==> src/rtl/ysyx_24080014_mem_arb_if.sv <==
// ----------------------------------------------------------------------------
// ysyx_24080014_mem_arb_if
// Purpose : Bundles the IFU, LSU and shared memory-port signals of the memory
//           arbiter into one interface so the arbiter and its environment
//           connect through a single port.
// Signals :
//   IFU  : if_req, if_addr (to arbiter); if_resp, if_rdata, if_err (from it)
//   LSU  : ls_req, ls_wen, ls_addr, ls_wdata, ls_wmask (to arbiter);
//          ls_resp, ls_rdata, ls_err (from it)
//   MEM  : m_ren, m_wen, m_valid, m_raddr, m_waddr, m_wdata, m_wmask (from
//          arbiter); m_ready, m_rdata (to arbiter)
//   STAT : grant, busy (from arbiter)
// Modports:
//   slave  - the arbiter's view (requests and memory completion are inputs)
//   master - the environment's view (requesters plus memory device)
// ----------------------------------------------------------------------------
interface ysyx_24080014_mem_arb_if #(
  parameter int AW = 32,
  parameter int DW = 32
);
  // IFU side (read-only requester)
  logic          if_req;
  logic [AW-1:0] if_addr;
  logic          if_resp;
  logic [DW-1:0] if_rdata;
  logic          if_err;

  // LSU side (read/write requester)
  logic          ls_req;
  logic          ls_wen;
  logic [AW-1:0] ls_addr;
  logic [DW-1:0] ls_wdata;
  logic [7:0]    ls_wmask;
  logic          ls_resp;
  logic [DW-1:0] ls_rdata;
  logic          ls_err;

  // Shared memory-access port
  logic          m_ren;
  logic          m_wen;
  logic          m_valid;
  logic [AW-1:0] m_raddr;
  logic [AW-1:0] m_waddr;
  logic [DW-1:0] m_wdata;
  logic [7:0]    m_wmask;
  logic          m_ready;
  logic [DW-1:0] m_rdata;

  // Status
  logic [1:0]    grant;
  logic          busy;

  modport slave (
    input  if_req, if_addr,
    output if_resp, if_rdata, if_err,
    input  ls_req, ls_wen, ls_addr, ls_wdata, ls_wmask,
    output ls_resp, ls_rdata, ls_err,
    output m_ren, m_wen, m_valid, m_raddr, m_waddr, m_wdata, m_wmask,
    input  m_ready, m_rdata,
    output grant, busy
  );

  modport master (
    output if_req, if_addr,
    input  if_resp, if_rdata, if_err,
    output ls_req, ls_wen, ls_addr, ls_wdata, ls_wmask,
    input  ls_resp, ls_rdata, ls_err,
    input  m_ren, m_wen, m_valid, m_raddr, m_waddr, m_wdata, m_wmask,
    output m_ready, m_rdata,
    input  grant, busy
  );
endinterface

==> src/rtl/ysyx_24080014_mem_arb.sv <==
// ----------------------------------------------------------------------------
// ysyx_24080014_mem_arb
// Purpose : Arbitrates the single multi-cycle memory-access port between the
//           IFU (reads only) and the LSU (reads and writes). Each transaction
//           runs IDLE -> ISSUE -> WAIT -> RESP: the winner's request is
//           latched in IDLE, a one-cycle start is sent in ISSUE, WAIT holds
//           until m_ready or a timeout, and RESP pulses the owner's response.
// Ports   :
//   clk  - clock, all state on the rising edge
//   rst  - asynchronous active-high reset; abandons any transaction
//   bus  - ysyx_24080014_mem_arb_if.slave (IFU, LSU, memory and status)
// Params  :
//   TIMEOUT - WAIT cycles without m_ready before abort with error (2..255)
//   AW, DW  - address / data width; must match the connected interface
// Config  :
//   YSYX_ARB_RR_EN - when defined, simultaneous requests are granted
//                    round-robin using last_grant; otherwise the LSU always
//                    wins (last_grant is still tracked).
// ----------------------------------------------------------------------------
module ysyx_24080014_mem_arb #(
  parameter int TIMEOUT = 64,
  parameter int AW      = 32,
  parameter int DW      = 32
) (
  input  logic                    clk,
  input  logic                    rst,
  ysyx_24080014_mem_arb_if.slave  bus
);

  typedef enum logic [1:0] {
    S_IDLE  = 2'd0,
    S_ISSUE = 2'd1,
    S_WAIT  = 2'd2,
    S_RESP  = 2'd3
  } state_e;

  // Grant code doubles as the owner of the transaction in flight.
  typedef enum logic [1:0] {
    G_NONE = 2'b00,
    G_IFU  = 2'b01,
    G_LSU  = 2'b10
  } grant_e;

  typedef enum logic {
    REQ_IFU = 1'b0,
    REQ_LSU = 1'b1
  } req_e;

  // The counter reaches at most TIMEOUT-1, which fits 8 bits for TIMEOUT<=255.
  localparam logic [7:0] CNT_LAST = 8'(TIMEOUT - 1);

  state_e        state_q, state_d;
  grant_e        grant_q, grant_d;
  req_e          last_grant_q, last_grant_d;
  logic [AW-1:0] addr_q, addr_d;
  logic [DW-1:0] wdata_q, wdata_d;
  logic [7:0]    wmask_q, wmask_d;
  logic          wen_q, wen_d;
  logic [7:0]    cnt_q, cnt_d;
  logic [DW-1:0] rdata_q, rdata_d;
  logic          err_q, err_d;

  logic          lsu_wins;
  logic          timed_out;

  // --------------------------------------------------------------------------
  // Winner selection, only meaningful in IDLE with at least one request.
  // --------------------------------------------------------------------------
`ifdef YSYX_ARB_RR_EN
  // A lone requester always wins; on a tie the one not served last wins.
  assign lsu_wins = bus.ls_req && (!bus.if_req || (last_grant_q == REQ_IFU));
`else
  // Fixed priority: any LSU request beats the IFU.
  assign lsu_wins = bus.ls_req;
`endif

  // m_ready has priority over a timeout landing on the same cycle.
  assign timed_out = (cnt_q == CNT_LAST) && !bus.m_ready;

  // --------------------------------------------------------------------------
  // State register
  // --------------------------------------------------------------------------
  // NOTE: sequential state uses non-blocking assignments so every flop
  // samples the pre-edge value of every other flop.
  always_ff @(posedge clk or posedge rst) begin
    if (rst) begin
      state_q      <= S_IDLE;
      grant_q      <= G_NONE;
      last_grant_q <= REQ_IFU;
      addr_q       <= '0;
      wdata_q      <= '0;
      wmask_q      <= '0;
      wen_q        <= 1'b0;
      cnt_q        <= '0;
      rdata_q      <= '0;
      err_q        <= 1'b0;
    end else begin
      state_q      <= state_d;
      grant_q      <= grant_d;
      last_grant_q <= last_grant_d;
      addr_q       <= addr_d;
      wdata_q      <= wdata_d;
      wmask_q      <= wmask_d;
      wen_q        <= wen_d;
      cnt_q        <= cnt_d;
      rdata_q      <= rdata_d;
      err_q        <= err_d;
    end
  end

  // --------------------------------------------------------------------------
  // Next-state logic
  // --------------------------------------------------------------------------
  always_comb begin
    // NOTE: every variable gets a hold default first so no path through the
    // case can leave one unassigned and infer a latch.
    state_d      = state_q;
    grant_d      = grant_q;
    last_grant_d = last_grant_q;
    addr_d       = addr_q;
    wdata_d      = wdata_q;
    wmask_d      = wmask_q;
    wen_d        = wen_q;
    cnt_d        = cnt_q;
    rdata_d      = rdata_q;
    err_d        = err_q;

    unique case (state_q)
      S_IDLE: begin
        if (bus.if_req || bus.ls_req) begin
          if (lsu_wins) begin
            grant_d      = G_LSU;
            last_grant_d = REQ_LSU;
            addr_d       = bus.ls_addr;
            wdata_d      = bus.ls_wdata;
            wmask_d      = bus.ls_wmask;
            wen_d        = bus.ls_wen;
          end else begin
            // The IFU only ever reads; write fields are cleared.
            grant_d      = G_IFU;
            last_grant_d = REQ_IFU;
            addr_d       = bus.if_addr;
            wdata_d      = '0;
            wmask_d      = '0;
            wen_d        = 1'b0;
          end
          state_d = S_ISSUE;
        end
      end

      S_ISSUE: begin
        cnt_d   = '0;
        state_d = S_WAIT;
      end

      S_WAIT: begin
        cnt_d = cnt_q + 8'd1;
        if (bus.m_ready) begin
          rdata_d = wen_q ? '0 : bus.m_rdata;
          err_d   = 1'b0;
          state_d = S_RESP;
        end else if (timed_out) begin
          rdata_d = '0;
          err_d   = 1'b1;
          state_d = S_RESP;
        end
      end

      S_RESP: begin
        grant_d = G_NONE;
        state_d = S_IDLE;
      end

      default: begin
        state_d = S_IDLE;
        grant_d = G_NONE;
      end
    endcase
  end

  // --------------------------------------------------------------------------
  // Outputs: decoded from state and the latched transaction, so reset
  // clears them immediately.
  // --------------------------------------------------------------------------
  logic in_issue;
  logic in_resp;
  logic resp_if;
  logic resp_ls;

  assign in_issue = (state_q == S_ISSUE);
  assign in_resp  = (state_q == S_RESP);
  assign resp_if  = in_resp && (grant_q == G_IFU);
  assign resp_ls  = in_resp && (grant_q == G_LSU);

  assign bus.m_ren   = in_issue && !wen_q;
  assign bus.m_wen   = in_issue &&  wen_q;
  assign bus.m_valid = (state_q == S_WAIT);
  assign bus.m_raddr = addr_q;
  assign bus.m_waddr = addr_q;
  assign bus.m_wdata = wdata_q;
  assign bus.m_wmask = wmask_q;

  assign bus.if_resp  = resp_if;
  assign bus.if_rdata = resp_if ? rdata_q : '0;
  assign bus.if_err   = resp_if && err_q;

  assign bus.ls_resp  = resp_ls;
  assign bus.ls_rdata = resp_ls ? rdata_q : '0;
  assign bus.ls_err   = resp_ls && err_q;

  assign bus.grant = grant_q;
  assign bus.busy  = (state_q != S_IDLE);

endmodule

==> src/flat_wrapper.sv <==
// flat-port wrapper written by rule: the top's interface ports become plain ports
module ysyx_24080014_mem_arb_flat 
#(
  parameter int TIMEOUT = 64,
  parameter int AW      = 32,
  parameter int DW      = 32
)
  (clk, rst, bus_if_req, bus_if_addr, bus_if_resp, bus_if_rdata, bus_if_err, bus_ls_req, bus_ls_wen, bus_ls_addr, bus_ls_wdata, bus_ls_wmask, bus_ls_resp, bus_ls_rdata, bus_ls_err, bus_m_ren, bus_m_wen, bus_m_valid, bus_m_raddr, bus_m_waddr, bus_m_wdata, bus_m_wmask, bus_m_ready, bus_m_rdata, bus_grant, bus_busy);
  ysyx_24080014_mem_arb_if #(.AW(AW), .DW(DW)) bus_i ();
  input  logic clk;
  input  logic rst;
  input wire logic [$bits(bus_i.if_req)-1:0] bus_if_req;
  input wire logic [$bits(bus_i.if_addr)-1:0] bus_if_addr;
  output wire logic [$bits(bus_i.if_resp)-1:0] bus_if_resp;
  output wire logic [$bits(bus_i.if_rdata)-1:0] bus_if_rdata;
  output wire logic [$bits(bus_i.if_err)-1:0] bus_if_err;
  input wire logic [$bits(bus_i.ls_req)-1:0] bus_ls_req;
  input wire logic [$bits(bus_i.ls_wen)-1:0] bus_ls_wen;
  input wire logic [$bits(bus_i.ls_addr)-1:0] bus_ls_addr;
  input wire logic [$bits(bus_i.ls_wdata)-1:0] bus_ls_wdata;
  input wire logic [$bits(bus_i.ls_wmask)-1:0] bus_ls_wmask;
  output wire logic [$bits(bus_i.ls_resp)-1:0] bus_ls_resp;
  output wire logic [$bits(bus_i.ls_rdata)-1:0] bus_ls_rdata;
  output wire logic [$bits(bus_i.ls_err)-1:0] bus_ls_err;
  output wire logic [$bits(bus_i.m_ren)-1:0] bus_m_ren;
  output wire logic [$bits(bus_i.m_wen)-1:0] bus_m_wen;
  output wire logic [$bits(bus_i.m_valid)-1:0] bus_m_valid;
  output wire logic [$bits(bus_i.m_raddr)-1:0] bus_m_raddr;
  output wire logic [$bits(bus_i.m_waddr)-1:0] bus_m_waddr;
  output wire logic [$bits(bus_i.m_wdata)-1:0] bus_m_wdata;
  output wire logic [$bits(bus_i.m_wmask)-1:0] bus_m_wmask;
  input wire logic [$bits(bus_i.m_ready)-1:0] bus_m_ready;
  input wire logic [$bits(bus_i.m_rdata)-1:0] bus_m_rdata;
  output wire logic [$bits(bus_i.grant)-1:0] bus_grant;
  output wire logic [$bits(bus_i.busy)-1:0] bus_busy;
  assign bus_i.if_req = bus_if_req;
  assign bus_i.if_addr = bus_if_addr;
  assign bus_if_resp = bus_i.if_resp;
  assign bus_if_rdata = bus_i.if_rdata;
  assign bus_if_err = bus_i.if_err;
  assign bus_i.ls_req = bus_ls_req;
  assign bus_i.ls_wen = bus_ls_wen;
  assign bus_i.ls_addr = bus_ls_addr;
  assign bus_i.ls_wdata = bus_ls_wdata;
  assign bus_i.ls_wmask = bus_ls_wmask;
  assign bus_ls_resp = bus_i.ls_resp;
  assign bus_ls_rdata = bus_i.ls_rdata;
  assign bus_ls_err = bus_i.ls_err;
  assign bus_m_ren = bus_i.m_ren;
  assign bus_m_wen = bus_i.m_wen;
  assign bus_m_valid = bus_i.m_valid;
  assign bus_m_raddr = bus_i.m_raddr;
  assign bus_m_waddr = bus_i.m_waddr;
  assign bus_m_wdata = bus_i.m_wdata;
  assign bus_m_wmask = bus_i.m_wmask;
  assign bus_i.m_ready = bus_m_ready;
  assign bus_i.m_rdata = bus_m_rdata;
  assign bus_grant = bus_i.grant;
  assign bus_busy = bus_i.busy;
  ysyx_24080014_mem_arb #(.TIMEOUT(TIMEOUT), .AW(AW), .DW(DW)) u_core (.clk(clk), .rst(rst), .bus(bus_i));
endmodule
==> config.mk <==
export PLATFORM = sky130hd
export DESIGN_NAME = ysyx_24080014_mem_arb_flat
export DESIGN_NICKNAME = d
export VERILOG_FILES = /design/src/rtl/ysyx_24080014_mem_arb_if.sv /design/src/rtl/ysyx_24080014_mem_arb.sv /design/src/flat_wrapper.sv
export SDC_FILE = /design/constraint.sdc
export NUM_CORES = 1
export LEC_CHECK = 0
export CAP_MARGIN = 20
export CORE_AREA = 2 2 125 127
export CTS_CLUSTER_DIAMETER = 200
export DETAILED_ROUTE_END_ITERATION = 10
export DIE_AREA = 0 0 127 129
export DONT_BUFFER_PORTS = 1
export HOLD_SLACK_MARGIN = 0.1
export SYNTH_ARGS = -nofsm -noshare
export SYNTH_HDL_FRONTEND = slang
export SYNTH_SLANG_ARGS = --single-unit
export TNS_END_PERCENT = 20
==> constraint.sdc <==
create_clock -name clk -period 5.3 [get_ports clk]
set_input_delay 1.06 -clock clk [delete_from_list [all_inputs] [get_ports clk]]
set_output_delay 1.06 -clock clk [all_outputs]
set_load 0.1 [all_outputs]
==> results of run 1 <==
cell usage in the layout, fill, tap and decap left out, drive strengths merged:
| cell | synthesis | final |
|---|---|---|
| nor3b | 1 | 1 |
| xnor2 | 1 | 1 |
| nor2b | 2 | 2 |
| inv | 7 | 12 |
| a22o | 73 | 73 |
| clkbuf | 14 | 19 |
| and3b | 1 | 1 |
| nor3 | 3 | 3 |
| nand2b | 1 | 1 |
| mux2 | 1 | 1 |
| clkinv | 0 | 4 |
| nor2 | 4 | 4 |
| bufinv | 0 | 1 |
| mux2i | 33 | 33 |
| o21ai | 41 | 41 |
| a21o | 2 | 2 |
| o22ai | 1 | 1 |
| or3 | 1 | 1 |
| a21oi | 6 | 6 |
| nand3 | 5 | 5 |
| nand2 | 44 | 44 |
| o32a | 1 | 1 |
| clkinvlp | 0 | 3 |
| nor4 | 2 | 2 |
| ha | 6 | 6 |
| buf | 52 | 7 |
| o21ba | 1 | 1 |
| dfrtp | 118 | 118 |
| and2 | 68 | 68 |
cell type report:
cell class,count,area [um^2]
flip-flops and latches,118,2990
fillers,1417,8990
well taps,188,235
repair buffers,7,52.6
inverters,7,28.8
clock inverters,13,120
clock buffers,19,453
multi-input cells,298,2110
metrics by stage:
stage | setup slack [ns] | cell area, um^2 | hold WS (ns)
final | 0.929 | 5990 | 0.510
after floorplan | 1.07 | 5480 | 0.471
after global routing | 0.826 | 5990 | 0.532
after detailed placement | 1.36 | 5420 | 0.495
after CTS | 0.907 | 5990 | 0.512
after global placement | 1.44 | 5420 | 0.493
sequential cells by signal, summed over array words and instances, names as in the netlist:
name / count
u_core.bus.m_wmask: 8
u_core.err_q: 1
u_core.bus.m_wdata: 32
u_core.wen_q: 1
u_core.bus.m_raddr: 32
u_core.bus.grant: 2
u_core.rdata_q: 32
u_core.state_q: 2
u_core.cnt_q: 8
cell families after synthesis:
family / after synthesis
simple gates: 132
buf+inv: 73
flops: 118
mux: 34
xor+xnor: 1
fa+ha+maj: 6
compound gates: 125
per-layer routing:
metal  vias up  track usage (%)  routed length, um
li1       1597                -                  -
met1      1667             17.9               4970
met2       175             24.8               6520
met3         9             6.53               1040
met4         0             5.37                154
met5         -                0                  0
how the worst max path moves through the flow:
stage / from / end / slack, ns / depth (start not counted)
final: u_core.bus.grant[0]$_DFFE_PP0P_ / bus_if_rdata[27] / 0.93 / 2
after global routing: u_core.bus.grant[0]$_DFFE_PP0P_ / bus_if_rdata[27] / 0.83 / 2
after CTS: u_core.bus.grant[0]$_DFFE_PP0P_ / bus_if_rdata[27] / 0.91 / 2
after detailed placement: u_core.bus.grant[0]$_DFFE_PP0P_ / bus_if_rdata[27] / 1.36 / 2
after global placement: u_core.bus.grant[0]$_DFFE_PP0P_ / bus_if_rdata[7] / 1.44 / 2
after floorplan: u_core.bus.grant[1]$_DFFE_PP0P_ / bus_ls_rdata[22] / 1.07 / 4
critical path: stages, from the launching register on:
cell and delay (ns):
dfrtp_1 1.02, and3b_2 0.97, and2_1 0.89
==> results.md, run 1 <==
* Synth Area in Simple Gates at 13.4%
* Syn Nets at 637
* Result of the run: finished clean
* Final cycle utilization of the critical path at 82.5%
* Antenna violations before repair at 0
* Non-Filler Instances at 650
* Mux contribution to synthesized area at 6.24%
* Iteration-0 DRC Markers at 215
* Post-cts sizing count at 0
* Cells after Synth at 489
* Port Buffer Count at 0
* DP HPWL at 9.19 mm
* RSZ-0062 raised after global routing: no
* Setup_tns at 0 ns
* Starting Density at 36.6%
* Endpoints failing setup at 0
* Largest net degree at the start of global routing at 66
* CP Launch Type: flop
* Main area contributors after synthesis: dfrtp_1 (54%), a22o_1 (11%), and2_1 (7.8%)
* Clock root cell: clkbuf_16
* Netlist cell types at 34
* DP Cell Count at 618
* Clk buf depth at 2
* Die footprint at 0.0164 mm^2
* Syn avg cell area at 11.2 um^2
* Synth Cell Area at 0.00548 mm^2
* Worst R2R Path Depth at 6
* Pre-Repair DR Iteration Count at 4
* Yosys Warn Count at 0
* Slew Limit Fails at 0
* Synthesis-stage register bit count at 118
* Least-Margin Pin Slew at 1.08 ns
* CP Class: flop to output pin
* CTS tree: yes
* Final #Nets at 597
* Adder-Cell Fraction of Synth Area at 1.37%
* Clk_lat worst skew at 0.41 ns
* Max-cap viol count at 0
* Relative slew slack at 27.6%
* DRT antenna net count at 0
* Die width at 127 um
* Beginning of the worst hold path: u_core.rdata_q[24]$_DFFE_PP0P_
* Final WL at 12.7 mm
* Row count at 45
* Main combinational cell family by area after synthesis: compound AO/OA/AOI/OAI gates
* Antenna Cells at 0
* Hold EP: u_core.rdata_q[24]$_DFFE_PP0P_
* Hold depth at 1
* Post-Synth XOR/XNOR Area at 0.160%
* Worst min path class: flop to flop
* Reg2Reg Setup Slack at 2.89 ns
* Post-route DRC at 0
* Worst path arrival time at 3.31 ns
* EDFF count, synth at 0
* Final hold viol count at 0
* Drt wl/cell at 19.5 um
* Num CTS Buffers at 17
* Share of cells above drive strength 1 at 18.6%
* Core box area at 0.0150 mm^2
* Sequential share of the synthesized area at 53.9%
* Die Y at 129 um
* First-pass GRT wire length at 18.9 mm
* Top-count cell post-synth: dfrtp_1
* CTS clk-pin slew, worst paths at 0.06 ns
* Clk sink count at 118
* Cell taking the most area after synthesis: dfrtp_1
* RD Place Congestion at 0.813
* GR Util All Layers at 15.1%
* Vias in the first global route at 3,317
* F_max at 229 MHz
* Fin Clk Skew at 0.00801 ns
* Top Ports at 320
* Compound-Gate Fraction of Synth Area at 16.9%
* Vias post-DR at 3,448
* P&R area growth vs syn at 9.37%
* Hold buffers post-CTS at 0
* Type of element capturing the critical path: output pin
* Vias per cell at 5.30
* Grt total ovfl at 0
* CTS H-Tree Depth at 4
* Top-area cell type share of the netlist area at 53.9%
* Share of flip-flops with an asynchronous set or reset at 100%
* Minimum clock period at 4.37 ns
* RR Endpoint: u_core.state_q[1]$_DFFE_PP0P_
* Ys flop type: dfrtp_1
* Most instantiated cells after synthesis: dfrtp_1 (118), a22o_1 (71), and2_1 (68)
* Reg-to-Reg Start: u_core.state_q[0]$_DFFE_PP0P_
* Post-CTS Setup Repair Bufs at 0
* Final core occ at 40.0%
* Maximum fanout along the worst path at 34
* Worst endpoint required time at 4.24 ns
Power of run 1 is left out: the tool's default activity adds up to more than one toggle a clock period on the data nets, which glitch-free logic cannot reach.
==> run 2: changes to the inputs <==
==> constraint.sdc (replaced) <==
create_clock -name clk -period 4.2 [get_ports clk]
set_input_delay 0.84 -clock clk [delete_from_list [all_inputs] [get_ports clk]]
set_output_delay 0.84 -clock clk [all_outputs]
set_load 0.1 [all_outputs]
==> results.md, run 2 (synthesis gave the netlist of run 1 again) <==
* Clock root cell: clkbuf_16
* Finished Cell Area at 0.00654 mm^2 (+9.2%)
* Slew Limit Fails at 0 (unchanged)
* RD Place Congestion at 0.833 (+2.5%)
* CP Launch Type: flop
* Iteration-0 DRC Markers at 225 (+4.7%)
* Maximum fanout along the worst path at 34 (unchanged)
* DP HPWL at 9.85 mm (+7.2%)
* CTS clk-pin slew, worst paths at 0.06 ns (about the same)
* Endpoints failing setup at 0 (unchanged)
* Share of cells above drive strength 1 at 29.5% (+11 points)
* Setup_tns at 0 ns (unchanged)
* Final hold viol count at 0 (unchanged)
* Most common cell after layout, fill and taps aside: dfrtp_1
* Worst min path class: input port to asynchronous set/reset pin
* Type of element capturing the critical path: output pin
* Num CTS Buffers at 17 (unchanged)
* CTS tree: yes
* Final WL at 13.5 mm (+6.6%)
* DRT antenna net count at 0 (unchanged)
* Worst endpoint required time at 3.36 ns (-0.88 ns)
* Antenna Cells at 0 (unchanged)
* Vias in the first global route at 3,669 (+11%)
* Commonest cells after routing, fill and taps aside: dfrtp_1 (86), buf_4 (77), a22o_1 (71)
* Post-route DRC at 0 (unchanged)
* GR Util All Layers at 16.0% (+0.83 points)
* Clk_lat worst skew at 0.42 ns (about the same)
* Die footprint at 0.0164 mm^2 (unchanged)
* Result of the run: finished clean
* Worst path arrival time at 2.15 ns (-1.16 ns)
* Vias per cell at 5.25 (-0.96%)
* CTS H-Tree Depth at 4 (unchanged)
* RSZ-0062 raised after global routing: no
* Die width at 127 um (unchanged)
* Port Buffer Count at 0 (unchanged)
* Final core occ at 43.7% (+3.7 points)
* Pre-Repair DR Iteration Count at 4 (unchanged)
* Final #Nets at 668 (+12%)
* Max-cap viol count at 0 (unchanged)
* CP Class: flop to output pin
* Core box area at 0.0150 mm^2 (unchanged)
* Row count at 45 (unchanged)
* Grt total ovfl at 0 (unchanged)
* Drt wl/cell at 18.8 um (-3.9%)
* Hold buffers post-CTS at 0 (unchanged)
* Relative slew slack at 27.5% (-0.13 points)
* Antenna violations before repair at 0 (unchanged)
* F_max at 335 MHz
* Post-DP Area at 0.00594 mm^2 (+9.7%)
* Clk sink count at 118 (unchanged)
* Post-cts sizing count at 0 (unchanged)
* Least-Margin Pin Slew at 1.08 ns (+0.00190 ns)
* Clk buf depth at 2 (unchanged)
* Starting Density at 36.6% (unchanged)
* P&R area growth vs syn at 19.4%
* Final cycle utilization of the critical path at 71.1%
* Die Y at 129 um (unchanged)
* Largest net degree at the start of global routing at 106 (+61%)
* Post-CTS Setup Repair Bufs at 0 (unchanged)
* Top Ports at 320 (unchanged)
* First-pass GRT wire length at 20.0 mm (+5.6%)
* Vias post-DR at 3,788 (+9.9%)
* Fin Clk Skew at 0.00645 ns (-0.00157 ns)
* Minimum clock period at 2.99 ns
[run 2: cell types whose count changed in the layout (fill, tap and decap cells not counted), sizes merged]
cell	delta
clkbuf	-2
clkinv	-1
inv	+5
buf	+71
clkinvlp	-2
[run 2: layer usage]
| metal | track usage (%) | up-vias | wire length (um) |
|---|---|---|---|
| met1 | 19.1 | 1854 | 5380 |
| met5 | 0 | - | 0 |
| met3 | 6.57 | 15 | 995 |
| li1 | - | 1741 | - |
| met2 | 26.4 | 178 | 7020 |
| met4 | 5.24 | 0 | 143 |
[run 2: final cells by class]
class / instances / area, um^2
fillers: 1391 / 8440
flip-flops and latches: 118 / 2990
multi-input cells: 298 / 2110
repair buffers: 78 / 593
clock buffers: 17 / 425
well taps: 188 / 235
clock inverters: 15 / 159
inverters: 7 / 28.8
[run 2: through the flow]
stage	hold slack, ns	setup slack, ns	instances
after floorplan	0.471	0.194	489
after detailed placement	0.497	1.65	688
after global placement	0.492	1.71	688
after global routing	0.485	1.09	721
final	0.439	1.21	721
after CTS	0.458	1.20	720
[run 2: worst max-delay path, stage by stage, from the launching register on]
cell	delay (ns)
dfrtp_1	0.33
buf_4	0.31
nand2_1	0.14
nor2_4	0.45
and2_1	0.21
buf_4	0.29
[run 2: final timing paths]
kind                       slack [ns]                                 end  cells past startpoint                       startpoint
max                              1.21                    bus_ls_rdata[15]                      5  u_core.bus.grant[1]$_DFFE_PP0P_
min                              0.44  u_core.bus.m_raddr[10]$_DFFE_PP0P_                      1                              rst
max reg2reg                      1.78       u_core.state_q[1]$_DFFE_PP0P_                      6    u_core.state_q[0]$_DFFE_PP0P_
min reg2reg                      0.51      u_core.rdata_q[11]$_DFFE_PP0P_                      1   u_core.rdata_q[11]$_DFFE_PP0P_
max in group asynchronous        2.84  u_core.bus.m_raddr[29]$_DFFE_PP0P_                      2                              rst
min in group clk                 0.51            u_core.err_q$_DFFE_PP0P_                      1                      bus_m_ready
Power of run 2 is left out for the same reason.
